==> config.mk <==
export PLATFORM = sky130hd
export DESIGN_NAME = capture_engine
export DESIGN_NICKNAME = d
export VERILOG_FILES = /design/src/rtl/capture_engine.sv
export SDC_FILE = /design/constraint.sdc
export NUM_CORES = 1
export LEC_CHECK = 0
export BUFFER_PORTS_ARGS = -buffer_cell sky130_fd_sc_hd__buf_4
export CAP_MARGIN = 20
export CORE_UTILIZATION = 41
export DETAILED_ROUTE_END_ITERATION = 10
export PLACE_DENSITY = 0.64
export SYNTH_ARGS = -nofsm -noshare
export SYNTH_HDL_FRONTEND = slang
export SYNTH_SLANG_ARGS = --single-unit
==> constraint.sdc <==
create_clock -name clk -period 4.5 [get_ports clk]
set_input_delay 0.45 -clock clk [delete_from_list [all_inputs] [get_ports clk]]
set_output_delay 0.45 -clock clk [all_outputs]
set_load 0.02 [all_outputs]
==> src/rtl/capture_engine.sv <==
// capture_engine: trigger-and-capture core of the logic analyzer.
// Samples an 8-bit probe bus on sample_strobe and keeps a pre-trigger
// history in a 16-entry ring FIFO. On a qualified edge of one channel
// it streams the window (history, trigger, post) to SDRAM from addr 0.
// Ports:
//   clk, rst         clock, synchronous active-high reset
//   arm, soft_reset  host pulses: start capture / abort to idle
//   probe_input      synchronized probe bus, pushed on sample_strobe
//   trig_ch/mode     trigger channel, 0 = rising, 1 = falling
//   window_preset    window size select, latched on arm
//   armed, captured  status; pause_refresh mirrors armed
//   total_samples    window length of the latched preset
//   sdram_wr_*       write port, transfer on req && ready
module capture_engine (
   input  logic        clk,
   input  logic        rst,
   input  logic        arm,
   input  logic        soft_reset,
   input  logic [7:0]  probe_input,
   input  logic        sample_strobe,
   input  logic [2:0]  trig_ch,
   input  logic        trig_mode,
   input  logic [1:0]  window_preset,
   output logic        armed,
   output logic        captured,
   output logic [8:0]  total_samples,
   output logic        pause_refresh,
   output logic        sdram_wr_req,
   output logic [12:0] sdram_wr_addr,
   output logic [7:0]  sdram_wr_data,
   input  logic        sdram_wr_ready
);

   typedef enum logic [2:0] {
      S_IDLE,
      S_PRE,
      S_WAIT,
      S_POST,
      S_DONE
   } state_t;

   state_t      state_q, state_d;
   logic [2:0]  ch_q;
   logic        mode_q;
   logic [1:0]  preset_q;
   logic [7:0]  mem_q [16];
   logic [3:0]  rd_q, wr_q;
   logic [4:0]  cnt_q;
   logic [8:0]  win_q;
   logic        prev_q;
   logic        armed_q, capt_q;
   logic        req_q;
   logic [12:0] addr_q;
   logic [7:0]  data_q;

   logic [8:0]  total, pre;
   logic        bit_new, edge_hit;
   logic        accept, load;
   logic        push, drop, win_inc, done;

   always_comb begin
      total = 9'd38;
      pre   = 9'd2;
      unique case (preset_q)
         2'd0: begin total = 9'd38;  pre = 9'd2;  end
         2'd1: begin total = 9'd76;  pre = 9'd4;  end
         2'd2: begin total = 9'd133; pre = 9'd7;  end
         2'd3: begin total = 9'd266; pre = 9'd13; end
         default: ;
      endcase
   end

   assign bit_new  = probe_input[ch_q];
   assign edge_hit = mode_q ? (prev_q & ~bit_new)
                            : (~prev_q & bit_new);
   assign accept   = req_q & sdram_wr_ready;

   // The output register acts as the FIFO head once triggered: it is
   // refilled on the same edge that retires the current write.
   always_comb begin
      state_d = state_q;
      push    = 1'b0;
      drop    = 1'b0;
      win_inc = 1'b0;
      done    = 1'b0;
      load    = (state_q == S_POST) && (!req_q || accept)
                && (cnt_q != 5'd0);
      unique case (state_q)
         S_IDLE: ;
         S_PRE: begin
            if (sample_strobe) begin
               push    = 1'b1;
               win_inc = 1'b1;
               if (win_q + 9'd1 == pre) state_d = S_WAIT;
            end
         end
         S_WAIT: begin
            if (sample_strobe) begin
               push = 1'b1;
               if (edge_hit) begin
                  win_inc = 1'b1;
                  state_d = S_POST;
               end else begin
                  // slide the history so exactly pre entries remain
                  drop = 1'b1;
               end
            end
         end
         S_POST: begin
            if (sample_strobe && win_q != total
                && cnt_q != 5'd16) begin
               push    = 1'b1;
               win_inc = 1'b1;
            end
            if (win_q == total && cnt_q == 5'd0 && accept) begin
               done    = 1'b1;
               state_d = S_DONE;
            end
         end
         S_DONE: state_d = S_IDLE;
         default: state_d = S_IDLE;
      endcase
      if (arm) state_d = S_PRE;
      if (soft_reset) state_d = S_IDLE;
      if (arm || soft_reset) begin
         push    = 1'b0;
         drop    = 1'b0;
         win_inc = 1'b0;
         done    = 1'b0;
         load    = 1'b0;
      end
   end

   always_ff @(posedge clk) begin
      if (rst) state_q <= S_IDLE;
      else     state_q <= state_d;
   end

   always_ff @(posedge clk) begin
      if (push) mem_q[wr_q] <= probe_input;
   end

   always_ff @(posedge clk) begin
      if (rst) begin
         ch_q     <= 3'd0;
         mode_q   <= 1'b0;
         preset_q <= 2'd0;
         rd_q     <= 4'd0;
         wr_q     <= 4'd0;
         cnt_q    <= 5'd0;
         win_q    <= 9'd0;
         prev_q   <= 1'b0;
         armed_q  <= 1'b0;
         capt_q   <= 1'b0;
         req_q    <= 1'b0;
         addr_q   <= 13'd0;
         data_q   <= 8'd0;
      end else if (soft_reset) begin
         rd_q    <= 4'd0;
         wr_q    <= 4'd0;
         cnt_q   <= 5'd0;
         armed_q <= 1'b0;
         capt_q  <= 1'b0;
         req_q   <= 1'b0;
         addr_q  <= 13'd0;
      end else if (arm) begin
         ch_q     <= trig_ch;
         mode_q   <= trig_mode;
         preset_q <= window_preset;
         rd_q     <= 4'd0;
         wr_q     <= 4'd0;
         cnt_q    <= 5'd0;
         win_q    <= 9'd0;
         armed_q  <= 1'b1;
         capt_q   <= 1'b0;
         req_q    <= 1'b0;
         addr_q   <= 13'd0;
      end else begin
         if (push) begin
            wr_q   <= wr_q + 4'd1;
            prev_q <= bit_new;
         end
         if (drop || load) rd_q <= rd_q + 4'd1;
         cnt_q <= cnt_q + {4'd0, push} - {4'd0, drop || load};
         if (win_inc) win_q <= win_q + 9'd1;
         if (load) begin
            req_q  <= 1'b1;
            data_q <= mem_q[rd_q];
         end else if (accept) begin
            req_q <= 1'b0;
         end
         if (accept) addr_q <= addr_q + 13'd1;
         if (done) begin
            armed_q <= 1'b0;
            capt_q  <= 1'b1;
         end
      end
   end

   assign armed         = armed_q;
   assign pause_refresh = armed_q;
   assign captured      = capt_q;
   assign total_samples = total;
   assign sdram_wr_req  = req_q;
   assign sdram_wr_addr = addr_q;
   assign sdram_wr_data = data_q;

endmodule

# Yosys cells after proc, flatten, opt, wreduce, memory -nomap -nowiden
# Memories as Yosys holds them, arrays and structs flattened. A register that Yosys moved wholly into a read port is not among the register bits.
# Index checks and enable logic that the tools add are counted.
[totals]
ff_bits = 48
ramBits = 128
input_bits = 20
out_inout_bits = 34
wordCells = 113
mem_count = 1
[mem_list]
columns = ["name", "words", "word_bits", "rd", "rd_clocked_by_memory_dff", "wr", "line", "rtl"]
rows = [
  ["mem_q", 16, 8, 1, 1, 1, "46", "logic [7:0] mem_q [16];"],
]
[classes]
add_sub_neg = 6
n_lt_le_gt_ge = 1
eq_ne = 21
muxes = 36
bitwise_logic = 8
reduce_logical = 26
[op_table]
columns = ["operator", "count"]
rows = [
  ["one-hot mux 9 bit (4 select lines)", 2],
  ["two-way mux 1 bit", 23],
  ["equality test 9 bit", 2],
  ["two-way mux 9 bit", 2],
  ["two-way mux 3 bit", 5],
  ["adder 13 x 1 -> 13 bit, second input constant", 1],
  ["!= test 3 bit, second input constant", 4],
  ["one-hot mux 3 bit (4 select lines)", 1],
  ["AND reduction 6 bit", 2],
  ["!= test 2 bit, second input constant", 5],
  ["adder 9 x 1 -> 9 bit, second input constant", 1],
  ["!= test 9 bit", 1],
  ["adder 4 x 1 -> 4 bit, second input constant", 2],
  ["equality test 3 x 2 -> 1 bit, second input constant", 2],
  ["logical AND 1 bit", 6],
  ["AND reduction 3 bit", 2],
  ["nonzero test 2 bit", 3],
  ["adder 5 x 1 -> 5 bit", 1],
  ["zero test 5 bit", 1],
  ["!= test 5 bit, second input constant", 1],
  ["inverter 1 bit", 5],
  ["nonzero test 5 bit", 1],
  ["subtractor 5 x 1 -> 5 bit", 1],
  ["equality test 2 bit, second input constant", 2],
  ["16 further kinds", 22],
]

# Longest topological paths before layout
# Gate-level depths: netlist of the first run.
[depth]
depth_word = 11
ltp_mapped = 15
depth_no_buf = 15

# Least setup slack after synthesis of the first run
# No wires, ideal clock.
[synth_path]
path_type = "register to register"
from = "register preset_q[0]"
to = "register cnt_q[4]"
setup_time_ns = 0.070
arrival_time_ns = 3.452
required_ns = 4.430
slack_ns = 0.978
path_stages_with_launch = 16
path_buffers = 0
synth_period_minus_slack_ns = 3.522
cell_sequence = "dfxtp_1 inv_1 ha_1 xor2_1 or4_1 o31ai_1 a31oi_2 inv_1 ha_1 inv_1 ha_1 fa_1 a21oi_1 nor2_1 or3_1 a21oi_1"
[synth_via]
elab_chain_len = 10
word_cells_on_any_way = 13
cone_classes = "2 x add/sub; 4 x eq/ne; 4 x mux; 3 x reduce/logical"
[synth_rtl]
columns = ["element", "line", "rtl"]
rows = [
  ["from (decl)", "45", "logic [1:0] preset_q;"],
  ["from (signal assigned)", "169", "preset_q <= window_preset;"],
  ["equality test 2 bit, or another cell as far along", "64", "unique case (preset_q)"],
  ["one-hot mux 9 bit (4 select lines) *", "64", ""],
  ["named net total_samples[5]", "26", "output logic [8:0] total_samples,"],
  ["!= test 9 bit *", "110", "if (sample_strobe && win_q != total"],
  ["logical AND 1 bit *", "110", ""],
  ["logical AND 1 bit *", "111", "&& cnt_q != 5'd16) begin"],
  ["two-way mux 1 bit *", "110", ""],
  ["one-hot mux 1 bit (2 select lines) *", "88", "unique case (state_q)"],
  ["two-way mux 1 bit *", "125", "if (arm || soft_reset) begin"],
  ["adder 5 x 1 -> 5 bit *", "184", "cnt_q <= cnt_q + {4'd0, push} - {4'd0, drop || load};"],
  ["subtractor 5 x 1 -> 5 bit *", "184", ""],
  ["to (signal assigned)", "184", ""],
  ["to (decl)", "48", "logic [4:0] cnt_q;"],
]
# Mark *: on every way through the listed nets, which the timed path passes. The rest lies on a longest branch. The select of a mux whose other input is x is not followed.
# A chain may end at the register's enable or synchronous reset.

# Worst setup path after layout of the first run
[layout_path]
from = "register preset_q[0]"
to = "register cnt_q[4]"
[layout_via]
elab_chain_len = 10
word_cells_on_any_way = 13
cone_classes = "2 x add/sub; 4 x eq/ne; 4 x mux; 3 x reduce/logical"
[layout_rtl]
columns = ["element", "line"]
rows = [
  ["equality test 2 bit, or another cell as far along", "64"],
  ["one-hot mux 9 bit (4 select lines) *", "64"],
  ["!= test 9 bit *", "110"],
  ["logical AND 1 bit *", "110"],
  ["logical AND 1 bit *", "111"],
  ["two-way mux 1 bit *", "110"],
  ["one-hot mux 1 bit (2 select lines) *", "88"],
  ["two-way mux 1 bit *", "125"],
  ["adder 5 x 1 -> 5 bit *", "184"],
  ["subtractor 5 x 1 -> 5 bit *", "184"],
]
# Mark *: on every way between the ends. The rest lies on a longest branch, timed or not. The select of a mux whose other input is x is not followed.

==> out/qor.csv, run 1 <==
metric;value;unit
cts_buffers;17;
worstSetupStartpoint;preset_q[0]$_SDFFE_PP0P_;
layout_common_cells;128 x edfxtp_1, 70 x buf_4, 60 x nor2_1;
synth_area_leader_cell;edfxtp_1;
drc;0;
synthDistinctLibCells;53;
post_cts_resized;0;
ir_drop;0.000257;V
clockRootBuffer;clkbuf_16;
finalCritPeriodShare;85.5;%
hp-start;trig_ch[2];
hold-path-cell-count;3;
final_common_cell;edfxtp_1;
cp_slowest_cell;or4_1;
stdcell_count;886;
maxSlewHeadroom;29.2;%
synth-async-reset-ratio;0;%
dieArea;19900;um^2
grt_antenna_before_repair;0;
grt_pass1_vias;4729;
syn_to_final_growth;17.3;%
cts_hold_buf;0;
report.final.setup_viol;0;
synth_edf_count;128;
cp.required;4.84;ns
clock_path_buffers;2;
tritoncts;done;
fin_setup_tns;0;ns
finish.utilization;49.3;%
port_buffers;52;
slowest_delay;0.54;ns
holdCritPathClass;in2reg;
die_h;141;um
drive_gt1_share;25.9;%
synth_cells;550;
dr.pass1.iters;4;
grt_pass1_wl;27400;um
powerDensity;368;nW/um^2
final_nets;654;
track_usage;18.9;%
insertion_delay;0.43;ns
arrival;4.18;ns
synth_area;7910;um^2
ff2ff_setup_slack;0.65;ns
overflow;0;
synth_area_leaders;edfxtp_1 49%, dfxtp_1 14%, mux4_2 12%;
power;3.42;mW
leakagePower;3.12;nW
synth-main-ff-cell;edfxtp_1;
final_max_slew_viol_count;0;
wl_met3;915;um
drtAntennaViolNets;0;
yosys_warnings;0;
end_kind;register;
maxCapViolations;0;
fin_crit;3.85;ns
rsz0062_at_grt;false;
seq_area;4970;um^2
fp.dieW;141;um
final_area;9290;um^2
dp_hpwl;11600;um
top_layer;met4;
max_clock_freq;0.260;GHz
place_area;8680;um^2
core-area;18800;um^2
setup_slack;0.654;ns
status;finished, final reports clean;
tightest_slew;1.06;ns
finClkSkew;0.0150;ns
wl_per_cell;20.1;um
rows;50;
nFillCells;1624;
synth_fp_nets;591;
drt_iter0_drc;293;
synth-seq-area-share;62.7;%
multi_input_area;2810;um^2
post_cts_buffers;0;
routed_wl;17800;um
crit_type;reg2reg;
ys_ff_latch;184;
crit-reg2reg-launch;preset_q[0]$_SDFFE_PP0P_;
crit_fanout;10;
vias;4849;
rr_worst_depth;15;
whs;0.259;ns
gp_congestion;0.848;
viasPerCell;5.47;
grt_max_degree;36;
initial_utilization;42.0;%
diodes;0;
h-tree-depth;4;
clk_pin_slew;0.07;ns
pin_count;54;
hold_viol_final;0;
dp_slack;0.686;ns
path_cells;inv_1 > ha_1 > xor2_1 > or4_1 > o31ai_1 > a31oi_2 > inv_1 > ha_1 > inv_1 > ha_1 > fa_1 > a21oi_1 > nor2_1 > or3_1 > a21oi_1;
wl_met1;7440;um
place_inst;854;
synth_top_area_share;48.6;%
avgSynthCellArea;14.4;um^2
wl_met2;9170;um
worstSetupStartpointType;register;
clkSinkCount;184;
==> cell usage after synthesis (2+ instances only) <==
cell type	count
nand3_1	9
a21oi_1	15
o31ai_1	3
a22o_1	2
xnor2_1	9
a211oi_1	2
nand4_1	8
and3_1	4
o22ai_1	2
nor2b_1	3
xor2_1	17
buf_4	3
nor3b_1	2
buf_1	6
nand2b_1	6
a21o_1	2
nand2_1	28
dfxtp_1	56
mux2_2	4
nor2_1	60
clkbuf_1	17
and2_1	5
a31oi_1	3
o21bai_1	2
inv_1	14
or3_1	10
or2_2	4
mux2i_1	15
ha_1	20
o21ai_0	17
or4_1	2
mux4_2	41
edfxtp_1	128
nor3_1	12
==> cell type report <==
type / count / share of cell area [%]
clock buffers: 18 / 4.62
clock inverters: 14 / 1.91
inverters: 14 / 0.566
multi-input cells: 326 / 30.2
flip-flops and latches: 184 / 53.5
well taps: 260 / 3.50
repair buffers: 70 / 5.66
==> critical path, delay by kind of cell, from the launching register on <==
family | cells | cell delay, ns
compound gates | 4 | 0.92
xor+xnor | 1 | 0.17
fa+ha+maj | 4 | 1.05
buf+inv | 3 | 0.29
flops | 1 | 0.40
simple gates | 3 | 0.94
==> metal layers <==
| layer | vias to the layer above | track usage (%) |
|---|---|---|
| met5 | - | 0 |
| met3 | 28 | 4.04 |
| met1 | 2479 | 23.7 |
| met4 | 0 | 5.38 |
| met2 | 141 | 32.9 |
| li1 | 2201 | - |
==> path summary, 6_finish.rpt <==
kind | end
setup / recovery | cnt_q[4]$_SDFF_PP0_
hold / removal | ch_q[2]$_SDFFE_PP0P_
setup reg to reg | cnt_q[4]$_SDFF_PP0_
hold reg to reg | captured$_SDFFE_PP0P_
==> where the power goes <==
group          internal (mW)  switching, mW
Combinational         0.0368         0.0608
Clock                  0.798          0.711
Sequential              1.81        0.00489
==> cell families after synthesis <==
kind of cell / share of synthesized area (%)
AOI/OAI and AO/OA: 4.27
and+or+nand+nor: 10.1
adders and majority gates: 3.42
muxes: 14.6
DFF: 62.7
other: 0.0474
xor gates and xnor gates: 2.88
buffers and inverters: 2.04
==> state kept, by name (all words and copies together), names as in the netlist <==
register	cells
ch_q	3
mode_q	1
preset_q	2
cnt_q	5
sdram_wr_addr	13
prev_q	1
sdram_wr_req	1
wr_q	4
mem_q	128
win_q	9
sdram_wr_data	8
rd_q	4
state_q	3
armed	1
captured	1
(Power assumes the default switching activity.)
==> run 2: changes to the inputs <==
Settings changed: CORE_UTILIZATION 41 to 60, PLACE_DENSITY 0.64 to 0.85.
==> run 2 against run 1 <==
Net effect:
- first-iteration DRC count is 57% higher
- sequential share of layout area is 0.90 points higher
- utilization up 22 points
- critical path type unchanged
- worst hold slack about the same
- largest cell class unchanged
- flip-flop and latch count did not move
- critical endpoint unchanged
==> out/qor.csv, run 2 (same netlist as run 1, synthesis figures left out) <==
metric;value;unit
holdCritPathClass;in2reg;
grt_pass1_vias;4675;
cts_buffers;17;
busiest_layer;met2;
track_usage;26.6;%
met3_usage;6.59;%
grt_pass1_wl;25500;um
grt_max_degree;36;
status;finished, final reports clean;
finClkSkew;0.0112;ns
viasPerCell;6.06;
crit_fanout;10;
diodes;0;
largest-register;mem_q;
ir_drop;0.000361;V
dr.pass1.iters;5;
crit-reg2reg-launch;preset_q[0]$_SDFFE_PP0P_;
drtAntennaViolNets;0;
syn_to_final_growth;15.4;%
dp_hpwl;11000;um
core-area;12700;um^2
hp-start;trig_mode;
final_nets;646;
min_to;mode_q$_SDFFE_PP0P_;
insertion_delay;0.43;ns
routed_wl;16800;um
clock_path_buffers;2;
final_common_cell;edfxtp_1;
maxCapViolations;0;
finalCritPeriodShare;86.5;%
worstSetupStartpointType;register;
pin_count;54;
initial_utilization;62.2;%
vias;4789;
powerDensity;377;nW/um^2
post_cts_buffers;0;
post_cts_resized;0;
dieArea;13700;um^2
hold_viol_final;0;
cts_hold_buf;0;
r2r_end;cnt_q[4]$_SDFF_PP0_;
clkSinkCount;184;
end_kind;register;
met1_usage;33.4;%
maxSlewHeadroom;21.6;%
tightest_slew;1.17;ns
cp.required;4.84;ns
ff2ff_setup_slack;0.61;ns
largest_reg_flops;128;
port_buffers;52;
grt_use_met2;45.5;%
drt_iter0_drc;459;
grt_antenna_before_repair;1;
hold-path-cell-count;3;
rsz0062_at_grt;false;
whs;0.259;ns
clockRootBuffer;clkbuf_16;
tritoncts;done;
rows;41;
arrival;4.23;ns
max_clock_freq;0.257;GHz
drive_gt1_share;24.8;%
leakagePower;3.08;nW
drc;0;
cp_slowest_cell;or4_1;
overflow;0;
slowest_delay;0.56;ns
crit_type;reg2reg;
path_cells;inv_1 > ha_1 > xor2_1 > or4_1 > o31ai_1 > a31oi_2 > inv_1 > ha_1 > inv_1 > ha_1 > fa_1 > a21oi_1 > nor2_1 > or3_1 > a21oi_1;
crit_buf_inv;3;
report.final.setup_viol;0;
fin_setup_tns;0;ns
rr_worst_depth;15;
fp.dieW;117;um
final_max_slew_viol_count;0;
clk_pin_slew;0.07;ns
layout_common_cells;128 x edfxtp_1, 61 x buf_4, 60 x nor2_1;
fin_crit;3.89;ns
die_h;117;um
cpLargestDelayFamily;adder cells;
h-tree-depth;4;
wl_per_cell;21.2;um
gp_congestion;0.873;
==> run 2: area by class of cell <==
cell class | instances | area (um^2)
Multi-Input combinational cell | 326 | 2810
Fill cell | 826 | 3590
Clock inverter | 14 | 190
Inverter | 14 | 52.6
Tap cell | 172 | 215
Clock buffer | 18 | 429
Sequential cell | 184 | 4970
Timing Repair Buffer | 62 | 469
==> run 2: worst max path at each step <==
| stage | depth (start not counted) | startpoint | endpoint |
|---|---|---|---|
| floorplan | 15 | preset_q[0]$_SDFFE_PP0P_ | cnt_q[4]$_SDFF_PP0_ |
| global route | 15 | preset_q[0]$_SDFFE_PP0P_ | cnt_q[4]$_SDFF_PP0_ |
| global placement | 15 | preset_q[0]$_SDFFE_PP0P_ | cnt_q[4]$_SDFF_PP0_ |
| CTS | 15 | preset_q[0]$_SDFFE_PP0P_ | cnt_q[4]$_SDFF_PP0_ |
| finish | 15 | preset_q[0]$_SDFFE_PP0P_ | cnt_q[4]$_SDFF_PP0_ |
| detailed placement | 15 | preset_q[0]$_SDFFE_PP0P_ | cnt_q[4]$_SDFF_PP0_ |
==> run 2: worst register-to-register path, stage by stage, from the launching register on <==
cell,delay [ns]
dfxtp_1,0.39
inv_1,0.13
ha_1,0.31
xor2_1,0.17
or4_1,0.56
o31ai_1,0.35
a31oi_2,0.29
inv_1,0.13
ha_1,0.13
inv_1,0.04
ha_1,0.19
fa_1,0.41
a21oi_1,0.14
nor2_1,0.07
or3_1,0.34
a21oi_1,0.15
==> run 2: per-stage QoR <==
stage               setup WS, ns  std cells  instance area [um^2]  utilization (%)  power (mW)
finish                     0.606        790                  9130             71.8        3.45
global route               0.375        790                  9130             71.8        3.53
CTS                        0.630        789                  9120             71.7        3.46
detailed placement         0.667        757                  8500             66.8        1.95
global placement           0.871        757                  8500             66.8        1.94
floorplan                  0.978        550                  7910                -        1.90
==> run 2: metal layers <==
layer / vias to the layer above / share of wire [%]
met4: 0 / 1.5
li1: 2180 / -
met5: - / 0
met2: 227 / 51
met3: 24 / 8.0
met1: 2358 / 39
==> run 2: power breakdown <==
part	internal, mW	total, mW	leakage (nW)	switching (mW)
logic	0.0368	0.0960	1.18	0.0592
registers	1.81	1.82	1.60	0.00557
clock network	0.891	1.53	0.295	0.644
